## src/rtl/fetch_pkg.sv

```systemverilog
// Shared definitions for the instruction fetch stage.
//   - Default widths and sequential PC increment used by fetch_stage, ifid_reg and fetch_stage_if.
//   - FSM state type of the fetch controller.
package fetch_pkg;

  localparam int unsigned DefaultAddrW  = 16;
  localparam int unsigned DefaultInstrW = 16;
  localparam int unsigned DefaultPcStep = 2;

  typedef enum logic [1:0] {
    StIdle = 2'd0,
    StReq  = 2'd1,
    StHold = 2'd2
  } fetch_state_e;

endpackage

```

## src/rtl/fetch_stage_if.sv

```systemverilog
// Instruction-memory fetch bus.
//   imem_req   : fetch request (fetch side -> memory)
//   imem_addr  : fetch address (fetch side -> memory)
//   imem_ack   : read data valid this cycle (memory -> fetch side)
//   imem_rdata : fetched instruction (memory -> fetch side)
// Modports: master = fetch stage, slave = instruction memory.
interface fetch_stage_if #(
  parameter int unsigned ADDR_W  = fetch_pkg::DefaultAddrW,
  parameter int unsigned INSTR_W = fetch_pkg::DefaultInstrW
);

  logic               imem_req;
  logic [ADDR_W-1:0]  imem_addr;
  logic               imem_ack;
  logic [INSTR_W-1:0] imem_rdata;

  modport master (
    output imem_req,
    output imem_addr,
    input  imem_ack,
    input  imem_rdata
  );

  modport slave (
    input  imem_req,
    input  imem_addr,
    output imem_ack,
    output imem_rdata
  );

endinterface

```

## src/rtl/ifid_reg.sv

```systemverilog
// IF/ID pipeline register.
// Ports:
//   clock, reset : clock and synchronous active-high reset (clears everything to 0)
//   load_i       : capture instr_i/pc_i and mark valid
//   clear_i      : drop valid; payload is left as-is
//   instr_i/pc_i : payload to capture
//   valid_o/instr_o/pc_o : register contents
// Priority: reset > clear > load > hold.
module ifid_reg
  import fetch_pkg::*;
#(
  parameter int unsigned ADDR_W  = DefaultAddrW,
  parameter int unsigned INSTR_W = DefaultInstrW
) (
  input  logic               clock,
  input  logic               reset,
  input  logic               load_i,
  input  logic               clear_i,
  input  logic [INSTR_W-1:0] instr_i,
  input  logic [ADDR_W-1:0]  pc_i,
  output logic               valid_o,
  output logic [INSTR_W-1:0] instr_o,
  output logic [ADDR_W-1:0]  pc_o
);

  logic               valid_q, valid_d;
  logic [INSTR_W-1:0] instr_q, instr_d;
  logic [ADDR_W-1:0]  pc_q,    pc_d;

  always_comb begin
    valid_d = valid_q;
    instr_d = instr_q;
    pc_d    = pc_q;
    if (clear_i) begin
      valid_d = 1'b0;
    end else if (load_i) begin
      valid_d = 1'b1;
      instr_d = instr_i;
      pc_d    = pc_i;
    end
  end

  always_ff @(posedge clock) begin
    if (reset) begin
      valid_q <= 1'b0;
      instr_q <= '0;
      pc_q    <= '0;
    end else begin
      valid_q <= valid_d;
      instr_q <= instr_d;
      pc_q    <= pc_d;
    end
  end

  assign valid_o = valid_q;
  assign instr_o = instr_q;
  assign pc_o    = pc_q;

endmodule

```

## src/rtl/fetch_stage.sv

```systemverilog
// Instruction fetch stage: requests instructions at the current PC, loads them into the IF/ID
// register, computes the next PC, and handles decode stalls and branch redirects.
// Ports:
//   clock, reset     : clock, synchronous active-high reset
//   pc / next_pc     : current PC in, combinational next PC out to the PC register
//   imem             : fetch_stage_if.master (imem_req, imem_addr, imem_ack, imem_rdata)
//   stall            : decode cannot accept; the fetched instruction is held
//   redirect/_target : taken branch/jump; overrides stall and ack, flushes IF/ID
//   ifid_valid/_instr/_pc : IF/ID register contents
//   fetch_fault      : sticky misaligned-fetch flag
// Optional feature, macro FETCH_ALIGN_CHECK_EN:
//   defined   -> odd PC in REQ suppresses the request, holds the PC and sets fetch_fault until
//                redirect or reset; imem_addr = pc.
//   undefined -> imem_addr has bit 0 forced low and fetch_fault is tied 0.
module fetch_stage
  import fetch_pkg::*;
#(
  parameter int unsigned ADDR_W  = DefaultAddrW,
  parameter int unsigned INSTR_W = DefaultInstrW,
  parameter int unsigned PC_STEP = DefaultPcStep
) (
  input  logic               clock,
  input  logic               reset,
  input  logic [ADDR_W-1:0]  pc,
  output logic [ADDR_W-1:0]  next_pc,
  fetch_stage_if.master      imem,
  input  logic               stall,
  input  logic               redirect,
  input  logic [ADDR_W-1:0]  redirect_target,
  output logic               ifid_valid,
  output logic [INSTR_W-1:0] ifid_instr,
  output logic [ADDR_W-1:0]  ifid_pc,
  output logic               fetch_fault
);

  fetch_state_e state_q, state_d;
  logic         misaligned;
  logic         req;
  logic         advance;
  logic         ifid_load;
  logic         ifid_clear;

`ifdef FETCH_ALIGN_CHECK_EN
  assign misaligned     = pc[0];
  assign imem.imem_addr = pc;
`else
  assign misaligned     = 1'b0;
  assign imem.imem_addr = {pc[ADDR_W-1:1], 1'b0};
`endif

  always_comb begin
    state_d    = state_q;
    req        = 1'b0;
    advance    = 1'b0;
    ifid_load  = 1'b0;
    ifid_clear = 1'b0;

    unique case (state_q)
      StIdle: begin
        state_d = StReq;
      end
      StReq: begin
        if (misaligned) begin
          // No request goes out, so nothing can be loaded this cycle.
          ifid_clear = 1'b1;
        end else begin
          req = 1'b1;
          if (imem.imem_ack) begin
            advance   = 1'b1;
            ifid_load = 1'b1;
            if (stall) begin
              state_d = StHold;
            end
          end else begin
            ifid_clear = 1'b1;
          end
        end
      end
      StHold: begin
        if (!stall) begin
          state_d = StReq;
        end
      end
      default: begin
        state_d = StIdle;
      end
    endcase

    // A taken branch discards whatever arrived this cycle and restarts fetching.
    if (redirect) begin
      state_d    = StReq;
      ifid_load  = 1'b0;
      ifid_clear = 1'b1;
    end

    if (reset) begin
      next_pc = '0;
    end else if (redirect) begin
      next_pc = redirect_target;
    end else if (advance) begin
      next_pc = pc + ADDR_W'(PC_STEP);
    end else begin
      next_pc = pc;
    end
  end

  always_ff @(posedge clock) begin
    if (reset) begin
      state_q <= StIdle;
    end else begin
      state_q <= state_d;
    end
  end

  assign imem.imem_req = req & ~reset;

`ifdef FETCH_ALIGN_CHECK_EN
  logic fault_q, fault_d;

  always_comb begin
    fault_d = fault_q;
    if (redirect) begin
      fault_d = 1'b0;
    end else if ((state_q == StReq) && misaligned) begin
      fault_d = 1'b1;
    end
  end

  always_ff @(posedge clock) begin
    if (reset) begin
      fault_q <= 1'b0;
    end else begin
      fault_q <= fault_d;
    end
  end

  assign fetch_fault = fault_q;
`else
  assign fetch_fault = 1'b0;
`endif

  ifid_reg #(
    .ADDR_W  (ADDR_W),
    .INSTR_W (INSTR_W)
  ) u_ifid_reg (
    .clock   (clock),
    .reset   (reset),
    .load_i  (ifid_load),
    .clear_i (ifid_clear),
    .instr_i (imem.imem_rdata),
    .pc_i    (pc),
    .valid_o (ifid_valid),
    .instr_o (ifid_instr),
    .pc_o    (ifid_pc)
  );

endmodule

```

## src/flat_wrapper.sv

```systemverilog
// flat-port wrapper written by rule: the top's interface ports become plain ports
module fetch_stage_flat import fetch_pkg::*;
#(
  parameter int unsigned ADDR_W  = DefaultAddrW,
  parameter int unsigned INSTR_W = DefaultInstrW,
  parameter int unsigned PC_STEP = DefaultPcStep
)
  (clock, reset, pc, next_pc, stall, redirect, redirect_target, ifid_valid, ifid_instr, ifid_pc, fetch_fault, imem_imem_req, imem_imem_addr, imem_imem_ack, imem_imem_rdata);
  fetch_stage_if #(.ADDR_W(ADDR_W), .INSTR_W(INSTR_W)) imem_i ();
  input  logic clock;
  input  logic reset;
  input  logic [ADDR_W-1:0] pc;
  output logic [ADDR_W-1:0] next_pc;
  input  logic stall;
  input  logic redirect;
  input  logic [ADDR_W-1:0] redirect_target;
  output logic ifid_valid;
  output logic [INSTR_W-1:0] ifid_instr;
  output logic [ADDR_W-1:0] ifid_pc;
  output logic fetch_fault;
  output wire logic [$bits(imem_i.imem_req)-1:0] imem_imem_req;
  output wire logic [$bits(imem_i.imem_addr)-1:0] imem_imem_addr;
  input wire logic [$bits(imem_i.imem_ack)-1:0] imem_imem_ack;
  input wire logic [$bits(imem_i.imem_rdata)-1:0] imem_imem_rdata;
  assign imem_imem_req = imem_i.imem_req;
  assign imem_imem_addr = imem_i.imem_addr;
  assign imem_i.imem_ack = imem_imem_ack;
  assign imem_i.imem_rdata = imem_imem_rdata;
  fetch_stage #(.ADDR_W(ADDR_W), .INSTR_W(INSTR_W), .PC_STEP(PC_STEP)) u_core (.clock(clock), .reset(reset), .pc(pc), .next_pc(next_pc), .imem(imem_i), .stall(stall), .redirect(redirect), .redirect_target(redirect_target), .ifid_valid(ifid_valid), .ifid_instr(ifid_instr), .ifid_pc(ifid_pc), .fetch_fault(fetch_fault));
endmodule
```

## config.mk

```make
export PLATFORM = sky130hd
export DESIGN_NAME = fetch_stage_flat
export DESIGN_NICKNAME = d
export VERILOG_FILES = /design/src/rtl/fetch_pkg.sv /design/src/rtl/fetch_stage_if.sv /design/src/rtl/ifid_reg.sv /design/src/rtl/fetch_stage.sv /design/src/flat_wrapper.sv
export SDC_FILE = /design/constraint.sdc
export NUM_CORES = 1
export LEC_CHECK = 0
export ABC_CLOCK_PERIOD_IN_PS = 3600
export BUFFER_PORTS_ARGS = -buffer_cell sky130_fd_sc_hd__buf_2
export CAP_MARGIN = 10
export CORE_MARGIN = 4
export CORE_UTILIZATION = 39
export DETAILED_ROUTE_END_ITERATION = 8
export GPL_TIMING_DRIVEN = 0
export PLACE_DENSITY = 0.81
export SYNTH_ARGS = -nofsm -noshare
export SYNTH_HDL_FRONTEND = slang
export SYNTH_SLANG_ARGS = --single-unit
export TNS_END_PERCENT = 10
```

## constraint.sdc

```tcl
create_clock -name clock -period 3.6 [get_ports clock]
set_clock_uncertainty 0.05 [all_clocks]
set_input_delay 0.72 -clock clock [delete_from_list [all_inputs] [get_ports clock]]
set_output_delay 0.72 -clock clock [all_outputs]
set_load 0.005 [all_outputs]
```

Word-level counts from Yosys, hierarchy flattened
Cells that the tools add are included. Widths: inputs -> output; s select.

Magnitude comparators: 0. Muxes and demuxes: 15. Equality and inequality tests: 8. Multipliers: 0. Shift operators: 0. Add/sub/neg operators: 1. Divide/modulo/power cells: 0. Reductions and logical operators: 6. Bitwise gates (word level): 3.

Operators by type and width (count): $mux 16 (3); $add 16x2->16 const B (1); $ne 3x3->1 const B (3); $mux 1 (8); $mux 2 (3); $ne 2x2->1 const B (3); $pmux 2 s3 (1); $reduce_and 3->1 (2); $reduce_or 2->1 (2); $eq 2x1->1 const B (1); $eq 2x2->1 const B (1); $logic_not 2->1 (1); $not 1->1 (2); $reduce_and 2->1 (1); $and 1x1->1 (1).

Logic and storage cells: 38. Output and inout port bits: 67. Bits in latches: 0. Input port bits: 53. Bits in writable memories: 0. Memory bits (read-only): 0. Memories: 0. Register bits after elaboration: 35.

Logic depth before layout (Yosys ltp)
Word-level depth: 5. Gate-level depth with buffers: 7. Mapped depth without buffers: 5.

By module
Synthesis repeated with hierarchy kept, for this count alone.

Cell total of the unflattened synthesis: 273. Area, all modules: 2336.0 um2.

Modules (own cells, without submodules): ifid_reg (area an instance 1491.4 um2, instances 1, cells each 148, sequential area each 660.6 um2); fetch_stage (area an instance 844.6 um2, instances 1, cells each 125, sequential area each 40.0 um2).

Worst setup path after synthesis
Ideal clock, no wire load.

Path type: input to output. From: in pc[4]. To: out next_pc[11]. Stages: 5. Path buffers: 1. Data required time: 2.830 ns. Data arrival time: 2.101 ns. Path slack: 0.729 ns. Path through: buf_4 > nand4_1 > or3_1 > or4_1 > a311oi_1.

Longest elaborated chain between the ends: 4.

RTL lines: from (decl) (line flat_wrapper.sv:12) `input logic [ADDR_W-1:0] pc;`; $add 16x2->16 (line fetch_stage.sv:101) `next_pc = pc + ADDR_W'(PC_STEP);`; $mux 16 (line fetch_stage.sv:100) `end else if (advance) begin`; $mux 16 (line fetch_stage.sv:98) `end else if (redirect) begin`; $mux 16 (line fetch_stage.sv:96) `if (reset) begin`; to (decl) (line flat_wrapper.sv:13) `output logic [ADDR_W-1:0] next_pc;`.

Every way passes these cells.

Final worst setup path
From: in imem_imem_ack. To: out next_pc[13].

Longest elaborated chain between the ends: 5.

RTL lines: from (decl) (line flat_wrapper.sv:23) `input wire logic [$bits(imem_i.imem_ack)-1:0] imem_imem_ack;`; $mux 1 (line fetch_stage.sv:68) `if (imem.imem_ack) begin`; $mux 1 (line fetch_stage.sv:58) `unique case (state_q)`; $mux 16 (line fetch_stage.sv:100); $mux 16 (line fetch_stage.sv:98); $mux 16 (line fetch_stage.sv:96).

Every way passes these cells.

==> results.toml <==
[outcome]
status = "finished, final reports clean"

[floorplan]
pin_count = 120
die_height_um = 78.1
initial_utilization = 0.403
die_x_um = 78.1
row_count = 25
die_area_um2 = 6100
core_area_um2 = 4750

[critical_path]
path_max_fanout = 10
crit_type = "input port to primary output"
cp-start-kind = "input port"
cp_data_required_time_ns = 2.83
cp.arrival_ns = 2.36
worst_setup_path_end_kind = "primary output"

[finish]
syn_to_final_growth_pct = 40.2
antenna_cells = 0
drive_gt1_frac = 0.361
nNetsFinal = 446
mostFrequentLayoutCell = "buf_2"
layout_common_cells = "115 x buf_2, 76 x nand2_1, 35 x a21oi_1, 35 x dfxtp_1, 19 x nor2_1"

[pwr]
p_seq_frac = 0.435
p_sw_mw = 0.245
max-vdd-ir-drop_v = 0.000179
powerDensity_nw_per_um2 = 347
p_sw_frac = 0.262
power.internal_mw = 0.689
pwr-share-comb = 0.189
leakage_nw = 1.23
power.share.clock = 0.376

[clocking]
postCtsHoldBufs = 0
clk_pin_slew_worst_paths_ns = 0.07
cts_tree = "yes"
cts_sinks = 35
htree_levels = 2
cts_resized = 0
cts_buffers = 5
clock_latency_ns = 0.28
cts_root_buffer = "clkbuf_8"
post_cts_buffers = 0
cts_buffer_depth = 2

[timing]
setup-violations-final = 0
slew_violations = 0
tns_ns = 0
rsz0062_at_grt = "false"
fin_crit_sh = 0.870
finalHoldViolCount = 0
period_minus_slack_ns = 3.13
fin_ws_ns = 0.469
tightest_slew_ns = 0.500
relSlewSlack = 0.666
clock.fmax_mhz = 319

[grt]
grt-ovfl-total = 0
grt_use_total = 0.190
grt_pass1_wl_um = 9560
antenna_found_initial = 0
grt_pass1_vias = 2074
grt_max_degree = 13

[route]
wire_per_inst_um = 12.7
via_per_inst = 4.90
vias = 2255
first_pass_iters = 4
drt_iter0_drc = 109
drc_errors = 0
ant_nets = 0
wl_um = 5830

[run]
maxCapViolCount = 0

[synthesis]
synth_warnings = 0
synth_seq_cells = 35
synthCells = 270
synth_seq_area_share = 0.365
synth_cell_types = 33
postSynthAreaPerCell_um2 = 7.10
netlist_area_um2 = 1920
synthArstFlopShare = 0
synth_ff_type = "dfxtp_1"
synth_edf_count = 0

[place]
gp_congestion = 0.845
dp_slack_ns = 0.499
port_buffers = 114
hpwl_um = 4580

[min_path]
hold_path.class = "flop to flop"
-- final timing paths --
check,start,endpoint,slack [ns],cells past startpoint
min reg2reg,u_core.u_ifid_reg.pc_o[15]$_SDFFE_PP0P_,u_core.u_ifid_reg.pc_o[15]$_SDFFE_PP0P_,0.40,2
max,imem_imem_ack,next_pc[13],0.47,7
max reg2reg,u_core.state_q[0]$_SDFFE_PP0P_,u_core.u_ifid_reg.instr_o[10]$_SDFFE_PP0P_,1.64,7
min,u_core.u_ifid_reg.pc_o[15]$_SDFFE_PP0P_,u_core.u_ifid_reg.pc_o[15]$_SDFFE_PP0P_,0.40,2
-- per-stage QoR --
step	instances	power (mW)	utilization	cell area (um^2)	hold WS, ns
after floorplan	271	0.504	-	1920	0.403
after global placement	452	0.589	0.542	2580	0.389
after detailed placement	452	0.593	0.542	2580	0.393
after CTS	460	0.945	0.566	2690	0.404
after global routing	460	0.985	0.566	2690	0.426
final	460	0.934	0.566	2690	0.403
-- critical path, cell delays in order --
cell and delay, ns:
buf_2 0.14, nand3b_1 0.13, clkbuf_1 0.26, nor4_1 0.39
nor3_1 0.08, a2111oi_0 0.43, buf_2 0.21
-- synthesized netlist by cell type, types with 2 or more instances --
master / number / area [um^2]
nor2b_1: 3 / 18.8
nor3_1: 6 / 30.0
nand4b_1: 4 / 35.0
o21ai_0: 2 / 10.0
nand3_1: 3 / 15.0
xnor2_1: 8 / 70.1
clkbuf_1: 17 / 63.8
a2111oi_0: 4 / 35.0
nor4_1: 6 / 37.5
nand4_1: 5 / 31.3
buf_4: 18 / 135
nor2_1: 19 / 71.3
dfxtp_1: 35 / 701
a211oi_1: 9 / 67.6
nand2_1: 76 / 285
a21oi_1: 35 / 175
inv_1: 4 / 15.0
-- logic make-up after synthesis --
group | after synthesis | synth area share
and+or+nand+nor | 128 | 0.296
buffers and inverters | 41 | 0.116
adders and majority gates | 1 | 0.00652
xor gates and xnor gates | 9 | 0.0411
other | 1 | 0.00196
DFF | 35 | 0.365
AOI/OAI and AO/OA | 53 | 0.162
muxes | 2 | 0.0111
-- area by class of cell --
type,count,area [um^2]
well taps,67,83.8
clock buffers,5,68.8
multi-input cells,195,998
repair buffers,114,571
clock inverters,3,43.8
fillers,480,2070
inverters,5,18.8
plain buffers,36,204
flip-flops and latches,35,701
-- flip-flops by register name, summed over array words and instances (netlist names) --
signal and flops:
u_core.state_q 2, u_core.u_ifid_reg.valid_o 1, u_core.u_ifid_reg.pc_o 16, u_core.u_ifid_reg.instr_o 16
-- power by group through the flow --
stage	Combinational (mW)	Clock, mW	Sequential (mW)
floorplan	0.0878	0	0.416
global placement	0.175	0	0.414
detailed placement	0.178	0	0.415
CTS	0.178	0.361	0.406
global route	0.199	0.379	0.407
finish	0.177	0.351	0.406
-- metal layers --
metal,up-vias,share of wire,global-route usage
met1,1018,0.42,0.239
met2,93,0.49,0.322
li1,1138,-,-
met5,-,0,0
met3,6,0.081,0.0528
met4,0,0.011,0.0455
(Power assumes the default switching activity.)
